`src/rtl/checkpoint_table_if.sv`:
```
// Dispatch/ROB-facing bus of the map-table checkpoint store.
// master = dispatch stage + ROB, slave = checkpoint_table.
interface checkpoint_table_if #(
    parameter int unsigned CHECKPOINT_COLUMNS = 4,
    parameter int unsigned ARCH_REGS          = 32,
    parameter int unsigned PHYS_TAG_W         = 6,
    parameter int unsigned ROB_INDEX_W        = 4
);
    localparam int unsigned COL_W = $clog2(CHECKPOINT_COLUMNS);
    localparam int unsigned MAP_W = ARCH_REGS * PHYS_TAG_W;

    logic                   save_valid;
    logic [ROB_INDEX_W-1:0] save_ROB_index;
    logic [MAP_W-1:0]       save_map_table;
    logic                   save_ready;
    logic [COL_W-1:0]       save_column;

    logic                   restore_checkpoint_valid;
    logic                   restore_checkpoint_speculate_failed;
    logic [ROB_INDEX_W-1:0] restore_checkpoint_ROB_index;
    logic [COL_W-1:0]       restore_checkpoint_safe_column;
    logic                   restore_checkpoint_success;

    logic                   map_restore_valid;
    logic [MAP_W-1:0]       map_restore_table;

    logic                   full;
    logic                   empty;
    logic [COL_W:0]         count;
    logic                   DUT_error;
    logic [15:0]            stat_restores;
    logic [15:0]            stat_frees;

    modport master (
        output save_valid, save_ROB_index, save_map_table,
        output restore_checkpoint_valid, restore_checkpoint_speculate_failed,
        output restore_checkpoint_ROB_index, restore_checkpoint_safe_column,
        input  save_ready, save_column, restore_checkpoint_success,
        input  map_restore_valid, map_restore_table,
        input  full, empty, count, DUT_error, stat_restores, stat_frees
    );

    modport slave (
        input  save_valid, save_ROB_index, save_map_table,
        input  restore_checkpoint_valid, restore_checkpoint_speculate_failed,
        input  restore_checkpoint_ROB_index, restore_checkpoint_safe_column,
        output save_ready, save_column, restore_checkpoint_success,
        output map_restore_valid, map_restore_table,
        output full, empty, count, DUT_error, stat_restores, stat_frees
    );
endinterface

```
`src/rtl/checkpoint_table.sv`:
```
// Circular store of speculative map-table snapshots, one column per in-flight branch.
// Optional CHECKPOINT_STATS_EN builds saturating restore/free perf counters.
module checkpoint_table #(
    parameter int unsigned CHECKPOINT_COLUMNS = 4,
    parameter int unsigned ARCH_REGS          = 32,
    parameter int unsigned PHYS_TAG_W         = 6,
    parameter int unsigned ROB_INDEX_W        = 4
) (
    input logic               CLK,
    input logic               nRST,
    checkpoint_table_if.slave bus
);
    localparam int unsigned COL_W = $clog2(CHECKPOINT_COLUMNS);
    localparam int unsigned CNT_W = COL_W + 1;
    localparam int unsigned MAP_W = ARCH_REGS * PHYS_TAG_W;

    logic [CHECKPOINT_COLUMNS-1:0] valid_q, resolved_q;
    logic [CHECKPOINT_COLUMNS-1:0] valid_nx, resolved_nx, kill_c;
    logic [ROB_INDEX_W-1:0]        rob_q  [CHECKPOINT_COLUMNS];
    logic [MAP_W-1:0]              snap_q [CHECKPOINT_COLUMNS];
    logic [COL_W-1:0]              head_q, tail_q, safe_off_c;
    logic [CNT_W-1:0]              count_q;
    logic                          success_q, map_valid_q, error_q;
    logic [MAP_W-1:0]              map_table_q;

    logic full_c, save_ready_c, save_fire_c, match_c, mispredict_c, resolve_c, drain_c;
    logic [COL_W-1:0] safe_col;

    assign safe_col     = bus.restore_checkpoint_safe_column;
    assign full_c       = (count_q == CNT_W'(CHECKPOINT_COLUMNS));
    assign save_ready_c = !full_c && !bus.restore_checkpoint_valid;
    assign save_fire_c  = bus.save_valid && save_ready_c;
    assign match_c      = bus.restore_checkpoint_valid && valid_q[safe_col] && !resolved_q[safe_col]
                          && (rob_q[safe_col] == bus.restore_checkpoint_ROB_index);
    assign mispredict_c = match_c && bus.restore_checkpoint_speculate_failed;
    assign resolve_c    = match_c && !bus.restore_checkpoint_speculate_failed;
    assign drain_c      = !mispredict_c && valid_q[head_q] && resolved_q[head_q];
    assign safe_off_c   = COL_W'(safe_col - head_q);

    // A mispredict discards the restored column and everything younger, i.e. age offset >= its own.
    always_comb begin
        kill_c = '0;
        for (int unsigned i = 0; i < CHECKPOINT_COLUMNS; i++) begin
            kill_c[i] = (COL_W'(COL_W'(i) - head_q) >= safe_off_c);
        end
    end

    always_comb begin
        valid_nx    = valid_q;
        resolved_nx = resolved_q;
        if (mispredict_c) begin
            valid_nx    = valid_q & ~kill_c;
            resolved_nx = resolved_q & ~kill_c;
        end else begin
            if (resolve_c) begin
                resolved_nx[safe_col] = 1'b1;
            end
            if (drain_c) begin
                valid_nx[head_q]    = 1'b0;
                resolved_nx[head_q] = 1'b0;
            end
            if (save_fire_c) begin
                valid_nx[tail_q]    = 1'b1;
                resolved_nx[tail_q] = 1'b0;
            end
        end
    end

    always_ff @(posedge CLK) begin
        if (nRST) begin
            valid_q     <= '0;
            resolved_q  <= '0;
            head_q      <= '0;
            tail_q      <= '0;
            count_q     <= '0;
            success_q   <= 1'b0;
            map_valid_q <= 1'b0;
            map_table_q <= '0;
            error_q     <= 1'b0;
        end else begin
            valid_q     <= valid_nx;
            resolved_q  <= resolved_nx;
            success_q   <= match_c;
            map_valid_q <= mispredict_c;
            error_q     <= bus.save_valid && !save_ready_c;
            if (mispredict_c) begin
                map_table_q <= snap_q[safe_col];
                tail_q      <= safe_col;
                count_q     <= CNT_W'(safe_off_c);
            end else begin
                if (drain_c) begin
                    head_q <= head_q + COL_W'(1);
                end
                if (save_fire_c) begin
                    tail_q <= tail_q + COL_W'(1);
                end
                count_q <= count_q + CNT_W'(save_fire_c) - CNT_W'(drain_c);
            end
        end
    end

    // Payload storage needs no reset: a column is only read while its valid bit is set.
    always_ff @(posedge CLK) begin
        if (save_fire_c) begin
            snap_q[tail_q] <= bus.save_map_table;
            rob_q[tail_q]  <= bus.save_ROB_index;
        end
    end

    assign bus.save_ready                 = save_ready_c;
    assign bus.save_column                = tail_q;
    assign bus.restore_checkpoint_success = success_q;
    assign bus.map_restore_valid          = map_valid_q;
    assign bus.map_restore_table          = map_table_q;
    assign bus.full                       = full_c;
    assign bus.empty                      = (count_q == '0);
    assign bus.count                      = count_q;
    assign bus.DUT_error                  = error_q;

`ifdef CHECKPOINT_STATS_EN
    logic [15:0] stat_restores_q, stat_frees_q;

    always_ff @(posedge CLK) begin
        if (nRST) begin
            stat_restores_q <= '0;
            stat_frees_q    <= '0;
        end else begin
            if (mispredict_c && !(&stat_restores_q)) begin
                stat_restores_q <= stat_restores_q + 16'd1;
            end
            if (drain_c && !(&stat_frees_q)) begin
                stat_frees_q <= stat_frees_q + 16'd1;
            end
        end
    end

    assign bus.stat_restores = stat_restores_q;
    assign bus.stat_frees    = stat_frees_q;
`else
    assign bus.stat_restores = 16'd0;
    assign bus.stat_frees    = 16'd0;
`endif
endmodule

```
`src/flat_wrapper.sv`:
```
// flat-port wrapper written by rule: the top's interface ports become plain ports
module checkpoint_table_flat 
#(
    parameter int unsigned CHECKPOINT_COLUMNS = 4,
    parameter int unsigned ARCH_REGS          = 32,
    parameter int unsigned PHYS_TAG_W         = 6,
    parameter int unsigned ROB_INDEX_W        = 4
)
  (CLK, nRST, bus_save_valid, bus_save_ROB_index, bus_save_map_table, bus_restore_checkpoint_valid, bus_restore_checkpoint_speculate_failed, bus_restore_checkpoint_ROB_index, bus_restore_checkpoint_safe_column, bus_save_ready, bus_save_column, bus_restore_checkpoint_success, bus_map_restore_valid, bus_map_restore_table, bus_full, bus_empty, bus_count, bus_DUT_error, bus_stat_restores, bus_stat_frees);
  checkpoint_table_if #(.CHECKPOINT_COLUMNS(CHECKPOINT_COLUMNS), .ARCH_REGS(ARCH_REGS), .PHYS_TAG_W(PHYS_TAG_W), .ROB_INDEX_W(ROB_INDEX_W)) bus_i ();
  input logic CLK;
  input logic nRST;
  input wire logic [$bits(bus_i.save_valid)-1:0] bus_save_valid;
  input wire logic [$bits(bus_i.save_ROB_index)-1:0] bus_save_ROB_index;
  input wire logic [$bits(bus_i.save_map_table)-1:0] bus_save_map_table;
  input wire logic [$bits(bus_i.restore_checkpoint_valid)-1:0] bus_restore_checkpoint_valid;
  input wire logic [$bits(bus_i.restore_checkpoint_speculate_failed)-1:0] bus_restore_checkpoint_speculate_failed;
  input wire logic [$bits(bus_i.restore_checkpoint_ROB_index)-1:0] bus_restore_checkpoint_ROB_index;
  input wire logic [$bits(bus_i.restore_checkpoint_safe_column)-1:0] bus_restore_checkpoint_safe_column;
  output wire logic [$bits(bus_i.save_ready)-1:0] bus_save_ready;
  output wire logic [$bits(bus_i.save_column)-1:0] bus_save_column;
  output wire logic [$bits(bus_i.restore_checkpoint_success)-1:0] bus_restore_checkpoint_success;
  output wire logic [$bits(bus_i.map_restore_valid)-1:0] bus_map_restore_valid;
  output wire logic [$bits(bus_i.map_restore_table)-1:0] bus_map_restore_table;
  output wire logic [$bits(bus_i.full)-1:0] bus_full;
  output wire logic [$bits(bus_i.empty)-1:0] bus_empty;
  output wire logic [$bits(bus_i.count)-1:0] bus_count;
  output wire logic [$bits(bus_i.DUT_error)-1:0] bus_DUT_error;
  output wire logic [$bits(bus_i.stat_restores)-1:0] bus_stat_restores;
  output wire logic [$bits(bus_i.stat_frees)-1:0] bus_stat_frees;
  assign bus_i.save_valid = bus_save_valid;
  assign bus_i.save_ROB_index = bus_save_ROB_index;
  assign bus_i.save_map_table = bus_save_map_table;
  assign bus_i.restore_checkpoint_valid = bus_restore_checkpoint_valid;
  assign bus_i.restore_checkpoint_speculate_failed = bus_restore_checkpoint_speculate_failed;
  assign bus_i.restore_checkpoint_ROB_index = bus_restore_checkpoint_ROB_index;
  assign bus_i.restore_checkpoint_safe_column = bus_restore_checkpoint_safe_column;
  assign bus_save_ready = bus_i.save_ready;
  assign bus_save_column = bus_i.save_column;
  assign bus_restore_checkpoint_success = bus_i.restore_checkpoint_success;
  assign bus_map_restore_valid = bus_i.map_restore_valid;
  assign bus_map_restore_table = bus_i.map_restore_table;
  assign bus_full = bus_i.full;
  assign bus_empty = bus_i.empty;
  assign bus_count = bus_i.count;
  assign bus_DUT_error = bus_i.DUT_error;
  assign bus_stat_restores = bus_i.stat_restores;
  assign bus_stat_frees = bus_i.stat_frees;
  checkpoint_table #(.CHECKPOINT_COLUMNS(CHECKPOINT_COLUMNS), .ARCH_REGS(ARCH_REGS), .PHYS_TAG_W(PHYS_TAG_W), .ROB_INDEX_W(ROB_INDEX_W)) u_core (.CLK(CLK), .nRST(nRST), .bus(bus_i));
endmodule
```
`config.mk`:
```
export PLATFORM = sky130hd
export DESIGN_NAME = checkpoint_table_flat
export DESIGN_NICKNAME = d
export VERILOG_FILES = /design/src/rtl/checkpoint_table_if.sv /design/src/rtl/checkpoint_table.sv /design/src/flat_wrapper.sv
export SDC_FILE = /design/constraint.sdc
export NUM_CORES = 1
export LEC_CHECK = 0
export CORE_UTILIZATION = 66
export DETAILED_ROUTE_END_ITERATION = 10
export DONT_BUFFER_PORTS = 1
export GPL_ROUTABILITY_DRIVEN = 0
export PLACE_DENSITY_LB_ADDON = 0.3
export SLEW_MARGIN = 20
export SYNTH_ARGS = -nofsm -noshare
export SYNTH_HDL_FRONTEND = slang
export SYNTH_SLANG_ARGS = --single-unit
```
`constraint.sdc`:
```
create_clock -name CLK -period 9.95 [get_ports CLK]
set_input_delay 1.4925 -clock CLK [delete_from_list [all_inputs] [get_ports CLK]]
set_output_delay 1.4925 -clock CLK [all_outputs]
set_load 0.05 [all_outputs]
```
After elaboration in Yosys (flattened, before gate mapping):

Memories as Yosys holds them, arrays and structs flattened. A register that Yosys moved wholly into a read port is not among the register bits.
Index checks and enable logic that the tools add are counted.
W data, S select, Z words.

* bits in registers: 18
* memory bits (writable): 784
* output and inout bits: 235
* memories kept: 2

Memories
* u_core.snap_q: depth 4, bits a word 192, rd ports 1, clocked after Yosys merged registers in 1, write ports 1, RTL line checkpoint_table.sv:20 `logic [MAP_W-1:0] snap_q [CHECKPOINT_COLUMNS];`
* u_core.rob_q: depth 4, bits a word 4, rd ports 1, clocked after Yosys merged registers in 0, write ports 1, RTL line checkpoint_table.sv:19 `logic [ROB_INDEX_W-1:0] rob_q [CHECKPOINT_COLUMNS];`

* multiplexer cells: 29
* equality and inequality tests: 2
* add/subtract/negate cells: 9
* reduce and logical (&&, ||, !) cells: 23
* $lt $le $gt $ge: 10
* bitwise gates (word level): 11

Operators by type and width (count)
* $mux W4: 10
* $and A4 B4 Y4: 5
* $logic_and A1 B1 Y1: 13
* $not A4 Y4: 3
* $lt A2 B3 Y1 const B: 3
* $mux W1: 9
* $bmux W1 S2: 4
* $ge A2 B2 Y1: 4
* $or A4 B4 Y4: 2
* $demux W1 S2: 3
* $ge A2 B1 Y1 const B: 3
* $logic_not A1 Y1: 6
* $mux W2: 3
* $add A2 B1 Y2 const B: 2
* $eq A4 B4 Y1: 1
* $sub A1 B2 Y2 const A: 2
* $sub A2 B2 Y2 const A: 2
* $add A3 B1 Y3: 1
* $eq A3 B3 Y1 const B: 1
* $logic_not A3 Y1: 1
* $sub A3 B1 Y3: 1
* $reduce_and A2 Y1: 1
* $reduce_bool A2 Y1: 1
* $reduce_or A2 Y1: 1
* other kinds (2): 2

Logic depth before layout (Yosys ltp):

Gate-level depths: netlist of run 1.

* word-level depth: 14
* mapped depth: 15
* gate-level depth less buffers: 13

Worst setup path after synthesis of run 1:

No wires, ideal clock.

* kind: input to register
* start point: input bus_save_valid
* end point: memory u_core.rob_q[0][0], enable pin
* data required time: 9.402 ns
* arrival: 5.931 ns
* stages on the path: 5
* library setup time: 0.548 ns
* slack: 3.471 ns
* cells stage by stage: nor2b_1 and2_1 clkbuf_1 nand2_1 inv_1

* word-level cells in the longest chain between the ends: 3

Ends and longest elaborated chain
* start: declaration: RTL line flat_wrapper.sv:13 `input wire logic [$bits(bus_i.save_valid)-1:0] bus_save_valid;`
* $logic_and A1 B1 Y1: RTL line checkpoint_table.sv:32 `assign save_fire_c = bus.save_valid && save_ready_c;`
* $mux W1: RTL line checkpoint_table.sv:104 `if (save_fire_c) begin`
* $mux W1 (not written as such): RTL line checkpoint_table.sv:106 `rob_q[tail_q] <= bus.save_ROB_index;`
* end: declaration: RTL line checkpoint_table.sv:19

No other way between the ends.

Final worst setup path of run 1:

* start point: input bus_restore_checkpoint_safe_column[0]
* end point: register u_core.map_table_q[86], in the netlist u_core.bus.map_restore_table[86], read port of u_core.snap_q

* word-level cells in the longest chain between the ends: 6

Ends and longest elaborated chain
* start: declaration: RTL line flat_wrapper.sv:19 `input wire logic [$bits(bus_i.restore_checkpoint_safe_column)-1:0] bus_restore_checkpoint_safe_column;`
* parallel branches: the longest is 6 deep, another holds $mem_v2 Z4 W4
* end: declaration: RTL line checkpoint_table.sv:24 `logic [MAP_W-1:0] map_table_q;`

Parallel ways; which one is timed is not known. The select of a mux whose other input is x is not followed.
A chain may end at the register's enable or synchronous reset.

==> results of run 1 <==
==> final cells by class <==
type | instances | area [um2]
Timing Repair Buffer | 11 | 82.6
Clock buffer | 126 | 2570
Tap cell | 688 | 861
Clock inverter | 46 | 631
Sequential cell | 994 | 27700
Fill cell | 2799 | 13800
Multi-Input combinational cell | 536 | 7100
Inverter | 25 | 124
==> cells by family (layout without fill, tap and decap cells) <==
family	Yosys count	count (layout)	synth area share [%]
flops	994	994	78.0
mux	200	200	12.5
compound gates	221	221	5.34
other cells	1	32	0.0105
xor+xnor	9	9	0.222
simple gates	57	57	0.882
fa+ha+maj	17	17	0.661
buf+inv	150	208	2.44
==> path summary, 6_finish.rpt <==
kind / slack [ns] / endpoint / from / cells after the start
worst max register to register: 5.72 / u_core.snap_q[0][50] / u_core.bus.count[1] / 6
worst min register to register: 0.50 / u_core.valid_q[0] / u_core.valid_q[0] / 2
worst max-delay path: 5.52 / u_core.bus.map_restore_table[86] / bus_restore_checkpoint_safe_column[0] / 7
worst min-delay path: 0.50 / u_core.valid_q[0] / u_core.valid_q[0] / 2
==> per-layer routing <==
layer	global-route usage (%)	vias to the layer above	wire length, um
met2	41.0	617	35100
met5	0	-	0
li1	-	6783	-
met1	30.5	8252	24500
met4	8.02	0	1950
met3	10.4	111	7540
==> registers in the layout (all words and copies together) (netlist names) <==
register	cells
u_core.bus.map_restore_table	192
u_core.bus.restore_checkpoint_success	1
u_core.bus.save_column	2
u_core.bus.map_restore_valid	1
u_core.resolved_q	4
u_core.rob_q	16
u_core.valid_q	4
u_core.bus.DUT_error	1
u_core.head_q	2
u_core.snap_q	768
u_core.bus.count	3
==> per-stage QoR <==
step | std cells | hold slack (ns) | setup WS [ns] | util, %
2_1_floorplan | 1680 | 0.465 | 3.47 | -
3_3_place_gp | 2254 | 0.481 | 4.91 | 67.9
3_5_place_dp | 2254 | 0.489 | 4.92 | 67.9
4_1_cts | 2426 | 0.499 | 5.59 | 74.0
5_1_grt | 2426 | 0.525 | 5.44 | 74.0
6_report | 2426 | 0.498 | 5.52 | 74.0
==> cell usage after synthesis, drive strengths merged, types with 4 or more instances <==
master,instances,area [um2]
xnor2,6,52.6
buf,78,599
inv,25,93.8
nor2,9,41.3
mux2i,5,50.1
mux4,195,4390
o21ai,7,35.0
clkbuf,47,176
a2bb2oi,4,35.0
a22o,192,1680
nand4,4,25.0
edfxtp,784,23500
ha,14,175
dfxtp,210,4200
nand2,21,78.8
==> worst max-delay path, stage by stage <==
cell and delay [ns]:
mux4_2 0.54, xor2_1 0.25, nor2_4 0.08, o211ai_1 0.45, and2_4 0.77, buf_4 0.81
a22o_1 0.29
==> report_power, final <==
| part | total (mW) | switching (mW) | internal [mW] | leakage (nW) |
|---|---|---|---|---|
| clock | 3.66 | 1.48 | 2.18 | 1.54 |
| sequential | 4.61 | 0.0323 | 4.57 | 8.81 |
| combinational | 0.236 | 0.132 | 0.104 | 2.46 |
| total | 8.50 | 1.64 | 6.86 | 12.8 |
==> flow_summary.ini, run 1 <==
[grt]
grt_pass1_wl_mm = 100
gr-usage-all-layers_pct = 25.1
antenna_found_initial = 2
grt_max_degree = 208
grt_overflow_total = 0
grt_pass1_vias = 16200

[synthesis]
seq_area_frac_synth_pct = 78.0
synth_ff_type = edfxtp_1
synth_edf_count = 784
synth_area_per_cell_um2 = 21.6
yosysWarnings = 0
syn_area_um2 = 35600
async_flop_share_pct = 0
synth_cell_types = 48
synth.ff_latch_count = 994
synthCells = 1649

[timing]
setup_violations = 0
fin_setup_tns_ns = 0
hold_violations = 0
slew_headroom_pct = 26.7
worstMarginPinSlew_ns = 1.10
rsz0062_at_grt = false
min_period_over_period_pct = 44.5
slew_violations = 0
max_freq_mhz = 226
fin_skew_ns = 0.0224
period_needed_ns = 4.43

[clock_network]
cts-root-buf = clkbuf_16
htreeDepth = 3
postCtsSetupBuffers = 0
cts_tree = yes
cts_buffer_depth = 3
ctsResizeCount = 0
cts_buffers = 92
clock_latency_ns = 0.64
hold_buffers = 0
clk_pin_slew_ns = 0.06
numClockSinks = 994

[worst_setup_path]
crit_type = in2reg
crit_required_ns = 10.51
endpoint_kind = flop
startpoint_type = input pin
crit_fanout = 201
cp.arrival_ns = 4.99

[run]
drv_cap = 0

[final_layout]
diodes = 0
final_common_cell = edfxtp_1
layout_common_cells = edfxtp_1 (784), dfxtp_1 (210), mux4_2 (195), a22o_1 (192), clkbuf_16 (93)
drive_gt1_share_pct = 20.8
stdcell_area_um2 = 39100
syn_to_final_growth_pct = 9.90
layout.nets = 1884

[drt]
firstDrtPassIters = 9
drc = 23
vias = 15800
ant_nets = 0
wl_mm = 69.1
drt_iter0_drc = 1179
wl_per_cell_um = 28.5
viasPerCell = 6.50

[pwr]
power.density_nw_per_um2 = 217
ir_worst_vdd_v = 0.000219
p_leak_nw = 12.8
power.total_mw = 8.50

[worst_hold_path]
hold_class = reg2reg

[floorplanning]
initial_core_util_pct = 67.3
fp.dieH_um = 234
core_area_um2 = 52900
ios = 442
dieArea_um2 = 54900
die_w_um = 234
fp-row-count = 84

[outcome]
status = finished, violations left
violations = DRC

[place]
hpwl_mm = 38.0
dpl_cell_area_um2 = 35900
portBuffers = 0
(Power assumes the default switching activity.)
==> inputs of run 2 (changes only) <==
Settings changed: CORE_UTILIZATION 66 to 63.
Clock period 9.95 ns to 4.3 ns, I/O delays scaled along.
==> run 2 against run 1 <==
The run now ends clean. Critical path depth grew 7. Critical path type is now reg2reg. Via count grew 1.2%. Die area grew 4.7%. Design area grew 1.2%. Combinational power grew 150%. Worst hold slack lost 0.42 ns. Clock power grew 130%. Count of clock-buffer cells in the layout grew 2. Global-route usage shrank 0.75 points. First-iteration DRC count grew 17%. Sequential cell count is the same.
==> flow_summary.ini, run 2 (same netlist as run 1, synthesis figures left out) <==
[clock_network]
clk_pin_slew_ns = 0.06
cts_buffers = 94
clock_latency_ns = 0.64
ctsResizeCount = 0
cts_tree = yes
numClockSinks = 994
htreeDepth = 3
postCtsSetupBuffers = 0
cts-root-buf = clkbuf_16
cts_buffer_depth = 3
hold_buffers = 0

[drt]
ant_nets = 0
vias = 16000
viasPerCell = 6.37
firstDrtPassIters = 8
wl_mm = 69.7
wl_per_cell_um = 27.8
drt_iter0_drc = 1375
drc = 0

[worst_setup_path]
endpoint_kind = flop
crit_fanout = 13
r2r_slack_ns = 1.17
cp.arrival_ns = 3.66
crit_required_ns = 4.83
crit_type = reg2reg
startpoint_type = flop

[floorplanning]
fp-row-count = 86
die_w_um = 240
dieArea_um2 = 57400
fp.dieH_um = 240
core_area_um2 = 55400
ios = 442
initial_core_util_pct = 64.2

[run]
drv_cap = 0

[final_layout]
fillers = 3077
utilization_pct = 71.4
layout.nets = 1901
syn_to_final_growth_pct = 11.2
diodes = 0
finalNonFillerCells = 2506
stdcell_area_um2 = 39600
final_common_cell = edfxtp_1
largest_reg_flops = 768
regMostFlops = u_core.snap_q
layout_common_cells = edfxtp_1 (784), dfxtp_1 (205), mux4_2 (195), a22o_1 (192), clkbuf_16 (95)
drive_gt1_share_pct = 22.1

[pwr]
p_leak_nw = 13.0
ir_worst_vdd_v = 0.000466
power.density_nw_per_um2 = 500
power.total_mw = 19.8

[outcome]
status = finished, final reports clean

[grt]
grt_overflow_total = 0
grt_pass1_vias = 16600
grt_max_degree = 208
grt_pass1_wl_mm = 103
antenna_found_initial = 1
gr-usage-all-layers_pct = 24.4

[timing]
fin_skew_ns = 0.0250
slew_headroom_pct = 30.3
slew_violations = 0
max_freq_mhz = 320
min_period_over_period_pct = 72.8
hold_violations = 0
rsz0062_at_grt = false
worstMarginPinSlew_ns = 1.04
period_needed_ns = 3.13
setup_violations = 0

[place]
placed_cells = 2329
portBuffers = 0
dpl_cell_area_um2 = 36300
hpwl_mm = 38.9

[worst_hold_path]
hold_class = in2reg
==> run 2: layout make-up <==
cell class	count	area (um2)	area share, %
clock buffers	128	2610	6.60
clock inverters	49	651	1.64
inverters	25	109	0.275
multi-input cells	536	7100	17.9
flip-flops and latches	994	27800	70.1
well taps	748	936	2.36
repair buffers	26	408	1.03
==> run 2: worst paths after layout <==
check                       startpoint              endpoint  depth (start not counted)
setup reg to reg     u_core.valid_q[1]   u_core.bus.count[2]                         14
hold / removal                    nRST  u_core.bus.DUT_error                          1
hold reg to reg   u_core.resolved_q[3]  u_core.resolved_q[3]                          1
setup / recovery     u_core.valid_q[1]   u_core.bus.count[2]                         14
==> run 2: stage by stage <==
stage	hold slack, ns	setup TNS [ns]	setup slack [ns]
detailed placement	0.498	0	0.833
floorplan	0.465	-68.42	-0.235
CTS	0.0380	0	1.16
global placement	0.488	0	0.892
global route	0.0595	0	0.976
finish	0.0824	0	1.17
==> run 2: worst max-delay path, stage by stage, from the launching register on <==
cell and delay (ns):
dfxtp_1 0.33, inv_1 0.07, o32a_1 0.34, nor4_2 0.44
o211ai_1 0.15, buf_4 0.21, and2_1 0.20, ha_1 0.28
inv_1 0.05, ha_1 0.12, inv_1 0.05, fa_1 0.40
xor2_1 0.19, xnor2_1 0.15, nor2_1 0.05
==> run 2: where the power goes <==
group	leakage (nW)	switching, mW	internal [mW]	total [mW]
combinational	2.57	0.312	0.268	0.581
clock	1.58	3.46	5.07	8.54
sequential	8.81	0.0746	10.6	10.7
total	13.0	3.85	15.9	19.8
==> run 2: layer usage <==
layer	vias up	GRT usage (%)	part of all wire [%]
met5	-	0	0
met4	0	8.18	2.7
met3	126	9.14	11
met2	651	39.6	50
met1	8379	30.3	36
li1	6801	-	-
